===== src/rtl/alu_ctrl_pkg.sv =====
// ---------------------------------------------------------------------------
// alu_ctrl_pkg
// Shared encodings for the ID/EX ALU control block:
//   - main-control alu_op codes for I-type instructions (R-type is all-ones)
//   - R-type funct codes
//   - ALU operation select codes, including the illegal/MULT/DIV codes
//   - state enum for the multiply/divide sequencer
// The codes are stored at their minimum widths. Users zero-extend them to
// their parameterised port widths.
// ---------------------------------------------------------------------------
package alu_ctrl_pkg;

    // I-type alu_op codes (funct is ignored for these)
    localparam logic [2:0] ALUOP_MEM    = 3'b000;  // LW / SW
    localparam logic [2:0] ALUOP_BRANCH = 3'b001;  // BEQ / BNE
    localparam logic [2:0] ALUOP_SLTI   = 3'b010;
    localparam logic [2:0] ALUOP_ANDI   = 3'b011;
    localparam logic [2:0] ALUOP_ADDI   = 3'b100;
    localparam logic [2:0] ALUOP_ORI    = 3'b101;
    localparam logic [2:0] ALUOP_LUI    = 3'b110;

    // R-type funct codes
    localparam logic [5:0] FUNCT_ADD  = 6'b100000;
    localparam logic [5:0] FUNCT_ADDU = 6'b100001;
    localparam logic [5:0] FUNCT_SUB  = 6'b100010;
    localparam logic [5:0] FUNCT_SUBU = 6'b100011;
    localparam logic [5:0] FUNCT_AND  = 6'b100100;
    localparam logic [5:0] FUNCT_OR   = 6'b100101;
    localparam logic [5:0] FUNCT_NOR  = 6'b100111;
    localparam logic [5:0] FUNCT_SLT  = 6'b101010;
    localparam logic [5:0] FUNCT_SLL  = 6'b000000;
    localparam logic [5:0] FUNCT_SRL  = 6'b000010;
    localparam logic [5:0] FUNCT_MULT = 6'b011000;
    localparam logic [5:0] FUNCT_DIV  = 6'b011010;

    // ALU operation select codes
    localparam logic [3:0] SEL_AND     = 4'b0000;
    localparam logic [3:0] SEL_NOR     = 4'b0001;
    localparam logic [3:0] SEL_OR      = 4'b0010;
    localparam logic [3:0] SEL_ADD     = 4'b0011;
    localparam logic [3:0] SEL_SUB     = 4'b0100;
    localparam logic [3:0] SEL_LUI     = 4'b0101;
    localparam logic [3:0] SEL_SLT     = 4'b0110;
    localparam logic [3:0] SEL_SLL     = 4'b0111;
    localparam logic [3:0] SEL_SRL     = 4'b1000;
    localparam logic [3:0] SEL_ILLEGAL = 4'b1001;
    localparam logic [3:0] SEL_MULT    = 4'b1010;
    localparam logic [3:0] SEL_DIV     = 4'b1011;

    // Multiply/divide sequencer states
    typedef enum logic [1:0] {
        MDU_IDLE = 2'b00,
        MDU_BUSY = 2'b01,
        MDU_DONE = 2'b10
    } mdu_state_e;

    function automatic int max_int(input int a, input int b);
        return (a > b) ? a : b;
    endfunction

endpackage


===== src/rtl/alu_mdu_seq.sv =====
// ---------------------------------------------------------------------------
// alu_mdu_seq
// Sequencer for multi-cycle MULT/DIV operations.
// On launch it enters BUSY for exactly MUL_LAT or DIV_LAT cycles. It then
// spends one cycle in DONE, where done pulses, and returns to IDLE.
// A launch is accepted in DONE as well as in IDLE, so back-to-back
// operations are possible.
// A flush during BUSY returns the FSM to IDLE without a done pulse.
// Ports:
//   clk, reset   clock / asynchronous active-high reset
//   launch_i     accepted MULT/DIV instruction this cycle
//   kind_i       0 = MULT, 1 = DIV (valid with launch_i)
//   flush_i      abort an in-flight operation
//   mdu_start_o  one-cycle pulse after the launch edge
//   mdu_kind_o   kind of the last launched operation
//   mdu_busy_o   high while in BUSY
//   mdu_done_o   one-cycle pulse when the result is ready
// ---------------------------------------------------------------------------
module alu_mdu_seq
    import alu_ctrl_pkg::*;
#(
    parameter int MUL_LAT = 4,
    parameter int DIV_LAT = 32
) (
    input  logic clk,
    input  logic reset,
    input  logic launch_i,
    input  logic kind_i,
    input  logic flush_i,
    output logic mdu_start_o,
    output logic mdu_kind_o,
    output logic mdu_busy_o,
    output logic mdu_done_o
);

    localparam int CNT_W = $clog2(max_int(MUL_LAT, DIV_LAT)) + 1;

    mdu_state_e       state_reg, state_next;
    logic [CNT_W-1:0] cnt_reg, cnt_next;
    logic             start_reg, start_next;
    logic             kind_reg, kind_next;

    always_ff @(posedge clk or posedge reset) begin
        if (reset) begin
            state_reg <= MDU_IDLE;
            cnt_reg   <= '0;
            start_reg <= 1'b0;
            kind_reg  <= 1'b0;
        end else begin
            state_reg <= state_next;
            cnt_reg   <= cnt_next;
            start_reg <= start_next;
            kind_reg  <= kind_next;
        end
    end

    always_comb begin
        state_next = state_reg;
        cnt_next   = cnt_reg;
        start_next = 1'b0;
        kind_next  = kind_reg;
        case (state_reg)
            MDU_BUSY: begin
                // The count is loaded with LAT-1. BUSY therefore covers
                // counter values LAT-1 down to 0, which is LAT cycles.
                if (flush_i) begin
                    state_next = MDU_IDLE;
                    cnt_next   = '0;
                end else if (cnt_reg == '0) begin
                    state_next = MDU_DONE;
                end else begin
                    cnt_next = cnt_reg - CNT_W'(1);
                end
            end
            default: begin
                // IDLE and DONE behave the same way.
                if (launch_i) begin
                    state_next = MDU_BUSY;
                    cnt_next   = kind_i ? CNT_W'(DIV_LAT - 1) : CNT_W'(MUL_LAT - 1);
                    start_next = 1'b1;
                    kind_next  = kind_i;
                end else begin
                    state_next = MDU_IDLE;
                end
            end
        endcase
    end

    assign mdu_start_o = start_reg;
    assign mdu_kind_o  = kind_reg;
    assign mdu_busy_o  = (state_reg == MDU_BUSY);
    assign mdu_done_o  = (state_reg == MDU_DONE);

endmodule


===== src/rtl/alu_control_pipe.sv =====
// ---------------------------------------------------------------------------
// alu_control_pipe
// ALU control for the pipelined MIPS core at the ID/EX boundary.
// It decodes {alu_op, funct} into an ALU operation code and registers the
// result into EX with one cycle of latency. It honours stall and flush.
//
// Build option ALU_CTRL_MDU_EN:
//   defined     MULT/DIV decode to 1010/1011 and are sequenced by
//               alu_mdu_seq. Its busy output also holds the pipeline.
//   undefined   MULT/DIV decode as illegal, the mdu_* outputs are tied
//               to 0 and the pipeline holds only on stall_i.
// Ports:
//   clk, reset        clock / asynchronous active-high reset
//   valid_i           ID-stage instruction valid
//   stall_i           hazard stall, holds the output register
//   flush_i           squashes the ID instruction and aborts an MDU op
//   alu_op_i          main-control ALU op
//   alu_function_i    funct field
//   alu_operation_o   registered ALU operation code
//   valid_o           EX-stage valid
//   illegal_o         registered: a valid instruction had no decode match
//   mdu_start_o/kind_o/busy_o/done_o   multiply/divide sequencing
// ---------------------------------------------------------------------------
module alu_control_pipe
    import alu_ctrl_pkg::*;
#(
    parameter int ALU_OP_W  = 3,
    parameter int FUNCT_W   = 6,
    parameter int ALU_SEL_W = 4,
    parameter int MUL_LAT   = 4,
    parameter int DIV_LAT   = 32
) (
    input  logic                 clk,
    input  logic                 reset,
    input  logic                 valid_i,
    input  logic                 stall_i,
    input  logic                 flush_i,
    input  logic [ALU_OP_W-1:0]  alu_op_i,
    input  logic [FUNCT_W-1:0]   alu_function_i,
    output logic [ALU_SEL_W-1:0] alu_operation_o,
    output logic                 valid_o,
    output logic                 illegal_o,
    output logic                 mdu_start_o,
    output logic                 mdu_kind_o,
    output logic                 mdu_busy_o,
    output logic                 mdu_done_o
);

    logic [ALU_SEL_W-1:0] dec_op;
    logic                 dec_nomatch;
    logic                 hold;
    logic [ALU_SEL_W-1:0] op_reg;
    logic                 valid_reg;
    logic                 illegal_reg;
`ifdef ALU_CTRL_MDU_EN
    logic                 dec_is_mdu;
    logic                 dec_is_div;
`endif

    // ---------------- decode ----------------
    always_comb begin
        dec_op      = ALU_SEL_W'(SEL_ILLEGAL);
        dec_nomatch = 1'b1;
`ifdef ALU_CTRL_MDU_EN
        dec_is_mdu  = 1'b0;
        dec_is_div  = 1'b0;
`endif
        if (alu_op_i == {ALU_OP_W{1'b1}}) begin
            dec_nomatch = 1'b0;
            case (alu_function_i)
                FUNCT_W'(FUNCT_ADD),
                FUNCT_W'(FUNCT_ADDU): dec_op = ALU_SEL_W'(SEL_ADD);
                FUNCT_W'(FUNCT_SUB),
                FUNCT_W'(FUNCT_SUBU): dec_op = ALU_SEL_W'(SEL_SUB);
                FUNCT_W'(FUNCT_AND):  dec_op = ALU_SEL_W'(SEL_AND);
                FUNCT_W'(FUNCT_OR):   dec_op = ALU_SEL_W'(SEL_OR);
                FUNCT_W'(FUNCT_NOR):  dec_op = ALU_SEL_W'(SEL_NOR);
                FUNCT_W'(FUNCT_SLT):  dec_op = ALU_SEL_W'(SEL_SLT);
                FUNCT_W'(FUNCT_SLL):  dec_op = ALU_SEL_W'(SEL_SLL);
                FUNCT_W'(FUNCT_SRL):  dec_op = ALU_SEL_W'(SEL_SRL);
`ifdef ALU_CTRL_MDU_EN
                FUNCT_W'(FUNCT_MULT): begin
                    dec_op     = ALU_SEL_W'(SEL_MULT);
                    dec_is_mdu = 1'b1;
                end
                FUNCT_W'(FUNCT_DIV): begin
                    dec_op     = ALU_SEL_W'(SEL_DIV);
                    dec_is_mdu = 1'b1;
                    dec_is_div = 1'b1;
                end
`endif
                default: dec_nomatch = 1'b1;
            endcase
        end else begin
            dec_nomatch = 1'b0;
            case (alu_op_i)
                ALU_OP_W'(ALUOP_MEM),
                ALU_OP_W'(ALUOP_ADDI):   dec_op = ALU_SEL_W'(SEL_ADD);
                ALU_OP_W'(ALUOP_BRANCH): dec_op = ALU_SEL_W'(SEL_SUB);
                ALU_OP_W'(ALUOP_SLTI):   dec_op = ALU_SEL_W'(SEL_SLT);
                ALU_OP_W'(ALUOP_ANDI):   dec_op = ALU_SEL_W'(SEL_AND);
                ALU_OP_W'(ALUOP_ORI):    dec_op = ALU_SEL_W'(SEL_OR);
                ALU_OP_W'(ALUOP_LUI):    dec_op = ALU_SEL_W'(SEL_LUI);
                default:                 dec_nomatch = 1'b1;
            endcase
        end
    end

    // ---------------- multiply/divide sequencing ----------------
`ifdef ALU_CTRL_MDU_EN
    logic accept;
    // An instruction is accepted only when it actually enters EX.
    // Launching on a held or flushed instruction would start a phantom op.
    assign accept = valid_i & ~hold & ~flush_i;
    assign hold   = stall_i | mdu_busy_o;

    alu_mdu_seq #(
        .MUL_LAT (MUL_LAT),
        .DIV_LAT (DIV_LAT)
    ) u_mdu_seq (
        .clk         (clk),
        .reset       (reset),
        .launch_i    (accept & dec_is_mdu),
        .kind_i      (dec_is_div),
        .flush_i     (flush_i),
        .mdu_start_o (mdu_start_o),
        .mdu_kind_o  (mdu_kind_o),
        .mdu_busy_o  (mdu_busy_o),
        .mdu_done_o  (mdu_done_o)
    );
`else
    assign hold        = stall_i;
    assign mdu_start_o = 1'b0;
    assign mdu_kind_o  = 1'b0;
    assign mdu_busy_o  = 1'b0;
    assign mdu_done_o  = 1'b0;
`endif

    // ---------------- ID/EX register ----------------
    // Flush overrides hold. It clears valid and illegal, and the stale
    // operation code stays in place.
    always_ff @(posedge clk or posedge reset) begin
        if (reset) begin
            op_reg      <= ALU_SEL_W'(SEL_ILLEGAL);
            valid_reg   <= 1'b0;
            illegal_reg <= 1'b0;
        end else if (flush_i) begin
            valid_reg   <= 1'b0;
            illegal_reg <= 1'b0;
        end else if (!hold) begin
            op_reg      <= dec_op;
            illegal_reg <= valid_i & dec_nomatch;
            valid_reg   <= valid_i;
        end
    end

    assign alu_operation_o = op_reg;
    assign valid_o         = valid_reg;
    assign illegal_o       = illegal_reg;

endmodule


===== config.mk =====
export PLATFORM = sky130hd
export DESIGN_NAME = alu_control_pipe
export DESIGN_NICKNAME = d
export VERILOG_FILES = /design/src/rtl/alu_ctrl_pkg.sv /design/src/rtl/alu_mdu_seq.sv /design/src/rtl/alu_control_pipe.sv
export SDC_FILE = /design/constraint.sdc
export NUM_CORES = 1
export LEC_CHECK = 0
export ABC_AREA = 1
export CORE_MARGIN = 3
export CORE_UTILIZATION = 30
export CTS_CLUSTER_SIZE = 10
export DETAILED_ROUTE_END_ITERATION = 12
export PLACE_DENSITY_LB_ADDON = 0.15
export SYNTH_ARGS = -nofsm -noshare
export SYNTH_HDL_FRONTEND = slang
export SYNTH_SLANG_ARGS = --single-unit

===== constraint.sdc =====
create_clock -name clk -period 0.9 [get_ports clk]
set_input_delay 0.09 -clock clk [delete_from_list [all_inputs] [get_ports clk]]
set_output_delay 0.09 -clock clk [all_outputs]
set_load 0.03 [all_outputs]

==> results of run 1 <==
## timing repair
| action | CTS | global route |
|---|---|---|
| gates resized for setup | 36 | 16 |
| hold buffers | 0 | 0 |
| setup buffers | 1 | 0 |
| pin swaps | 13 | 10 |
| endpoints found under the setup margin | 11 | 9 |
## final cells by class
class                   count  share of cell area [%]
inverters                  16                   6.818
well taps                  25                   3.551
flip-flops and latches      6                   17.33
multi-input cells          68                   45.03
clock buffers               4                   2.983
repair buffers             26                   24.29
## metal layers
layer  routed length, µm  up-vias  global-route usage (%)
met5                   0        -                       0
met4                   0        0                   2.765
met3                  74        0                   2.417
met2                 713       18                   21.15
met1                 606      275                   14.42
li1                    -      332                       -
## through the flow
step	power, mW	hold WS, ns
CTS	0.9598	0.05965
global placement	0.6427	0.3183
global route	1.011	0.09524
finish	0.9493	0.05117
detailed placement	0.6480	0.3247
floorplan	0.5160	-0.1205
## cells by family after synthesis
logic type,Yosys count,synth area share [%]
AO/OA/AOI/OAI,9,8.553
AND/OR/NAND/NOR,55,46.27
other,1,0.6573
buffers and inverters,21,17.76
flip-flops,6,26.76
## flip-flops by register name (all words and copies together) (netlist names)
register / count
alu_operation_o: 4
illegal_o: 1
valid_o: 1
## power groups by stage
| stage | Combinational [mW] | Sequential [mW] | Clock [mW] |
|---|---|---|---|
| finish | 0.354 | 0.320 | 0.276 |
| global route | 0.386 | 0.322 | 0.303 |
| CTS | 0.353 | 0.321 | 0.286 |
| detailed placement | 0.327 | 0.321 | 0 |
| global placement | 0.324 | 0.319 | 0 |
| floorplan | 0.144 | 0.372 | 0 |
## path summary, 6_finish.rpt
| path | from | end | slack, ns | cells past startpoint |
|---|---|---|---|---|
| worst max-delay path | alu_operation_o[0] | alu_operation_o[0] | -0.08 | 1 |
| worst min-delay path | reset | valid_o | 0.05 | 2 |
| worst max register to register | valid_o | valid_o | 0.14 | 1 |
| worst min register to register | alu_operation_o[0] | alu_operation_o[0] | 0.47 | 2 |
| max in group asynchronous | reset | alu_operation_o[0] | 0.58 | 2 |
| min in group clk | flush_i | illegal_o | 0.25 | 4 |
## cells in the final DEF, fill, tap and decap left out, drive strengths merged
cell	n
conb	4
clkdlybuf4s50	2
o21ai	4
nor3	2
or2	2
nand4	1
nor2	19
nand3	6
nand3b	1
a31o	1
buf	14
dfrtp	4
a21oi	4
inv	16
dfstp	2
dlygate4sd2	4
clkbuf	9
nand2	24
dlymetal6s2s	1
==> flow_summary_export.csv, run 1 <==
group,metric,value,unit
status,status,"finished, violations left",
status,violations,"negative setup slack",
layout,design_area,880.8,µm²
flow_run,maxCapViolations,0,
synthesis,synthArstFlopShare,100.0,%
sta,slew_viol_final,0,
critical_path,cp_top_family,"flip-flops",
placement,place_inst,140,
hold_path,hold_path_class,"primary input to async pin",
power_and_ir_drop,switching_power,333.7,µW
sta,finalCritPeriodShare,109.0,%
placement,place_area,792.0,µm²
critical_path,required,0.81,ns
floorplan,core,1764,µm²
critical_path,max_stage_delay,0.53,ns
clock_tree,clk_latency,0.24,ns
sta,worst_slack,-0.08069,ns
critical_path,critPathCaptureType,"output port",
synthesis,synth_warnings,0,
layout,nNetsFinal,135,
global_route,gr-total-overflow,0,
clock_tree,clk_pin_slew_worst_paths,0.06,ns
sta,grt_setup_unrepaired,"true",
synthesis,avgSynthCellArea,6.202,µm²
clock_tree,cts_tree,"yes",
synthesis,syn_area,570.5,µm²
synthesis,netlist.area_leader.share,17.54,%
layout,finalNonFillerCells,145,
power_and_ir_drop,p_int,615.6,µW
critical_path,crit_path_start_kind,"flip-flop",
detailed_routing,routed-via-count,625,
clock_tree,cts_made_buffers,3,
sta,skew,0,ns
power_and_ir_drop,p_per_area,1078,nW/µm²
power_and_ir_drop,max-vdd-ir-drop,0.6884,mV
synthesis,synth_largest_area_cell,"dfrtp_1",
global_route,grt_pass1_vias,615,
floorplan,die_w,49.61,µm
critical_path,path_max_fanout,2,
floorplan,pin_count,24,
placement,place_ws,-0.5070,ns
sta,final_hold_viol_count,0,
global_route,antenna_found_initial,0,
floorplan,die_y,49.61,µm
critical_path,criticalPathCategory,"flip-flop to output port",
layout,drive_above_1_share,39.17,%
floorplan,start_util,32.34,%
detailed_routing,routed_via_density,4.310,
detailed_routing,avgRoutedWirePerCell,9.614,µm
synthesis,yosysSeqAreaShare,26.75,%
detailed_routing,drc_errors,0,
floorplan,rows,15,
layout,fin_util,49.93,%
sta,fin_setup_tns,-0.1606,ns
clock_tree,clockBufferDepth,2,
placement,place_congestion,0.7400,
synthesis,yosys-top-cells-area,"dfrtp_1, nand2_1, inv_1",
sta,clock.fmax,1020,MHz
synthesis,synth_seq_cells,6,
critical_path,cp_cell_sequence,"buf_6",
placement,portBuffers,19,
detailed_routing,detail-route-antenna-nets,0,
global_route,grt_max_degree,8,
layout,nFillCells,194,
synthesis,synth_edf_count,0,
layout,area_growth,54.39,%
layout,regArea,152.6,µm²
synthesis,synthMostInstantiatedCell,"nand2_1",
clock_tree,clock_sinks,6,
synthesis,synthCells,92,
floorplan,die-area,2461,µm²
power_and_ir_drop,pwr-share-clk,29.1,%
power_and_ir_drop,p_comb_share,37.3,%
detailed_routing,firstDrtPassIters,4,
synthesis,yosysUniqueCellTypes,21,
power_and_ir_drop,leakagePower,0.4748,nW
global_route,grt_pass1_wl,2387,µm
synthesis,yosys-top-cells-count,"nand2_1, inv_1, nor2_1",
critical_path,crit_buf_inv,1,
detailed_routing,drt_iter0_markers,6,
clock_tree,cts-root-buf,"clkbuf_4",
power_and_ir_drop,seq_power_share,33.7,%
power_and_ir_drop,swShare,35.15,%
placement,hpwlAfterDp,1090,µm
detailed_routing,routed_wl,1394,µm
sta,finalWorstPathRequiredPeriod,0.9807,ns
clock_tree,ctsHtreeMaxLevel,1,
critical_path,slowest_stage,"dfstp_2",
layout,multi_input_area,396.6,µm²
global_route,track_usage,11.86,%
synthesis,synth_ff_type,"dfrtp_1",
critical_path,cp.arrival,0.89,ns
sta,finalSetupViolCount,2,
layout,antenna_cells,0,
Note: power is estimated with default switching activity, not from simulation.
==> run 2: changes to the inputs <==
Settings changed: CTS_CLUSTER_SIZE 10 to unset.
==> results of run 2 <==
Same layout as run 1: the final DEF is identical, and so are final timing and power.
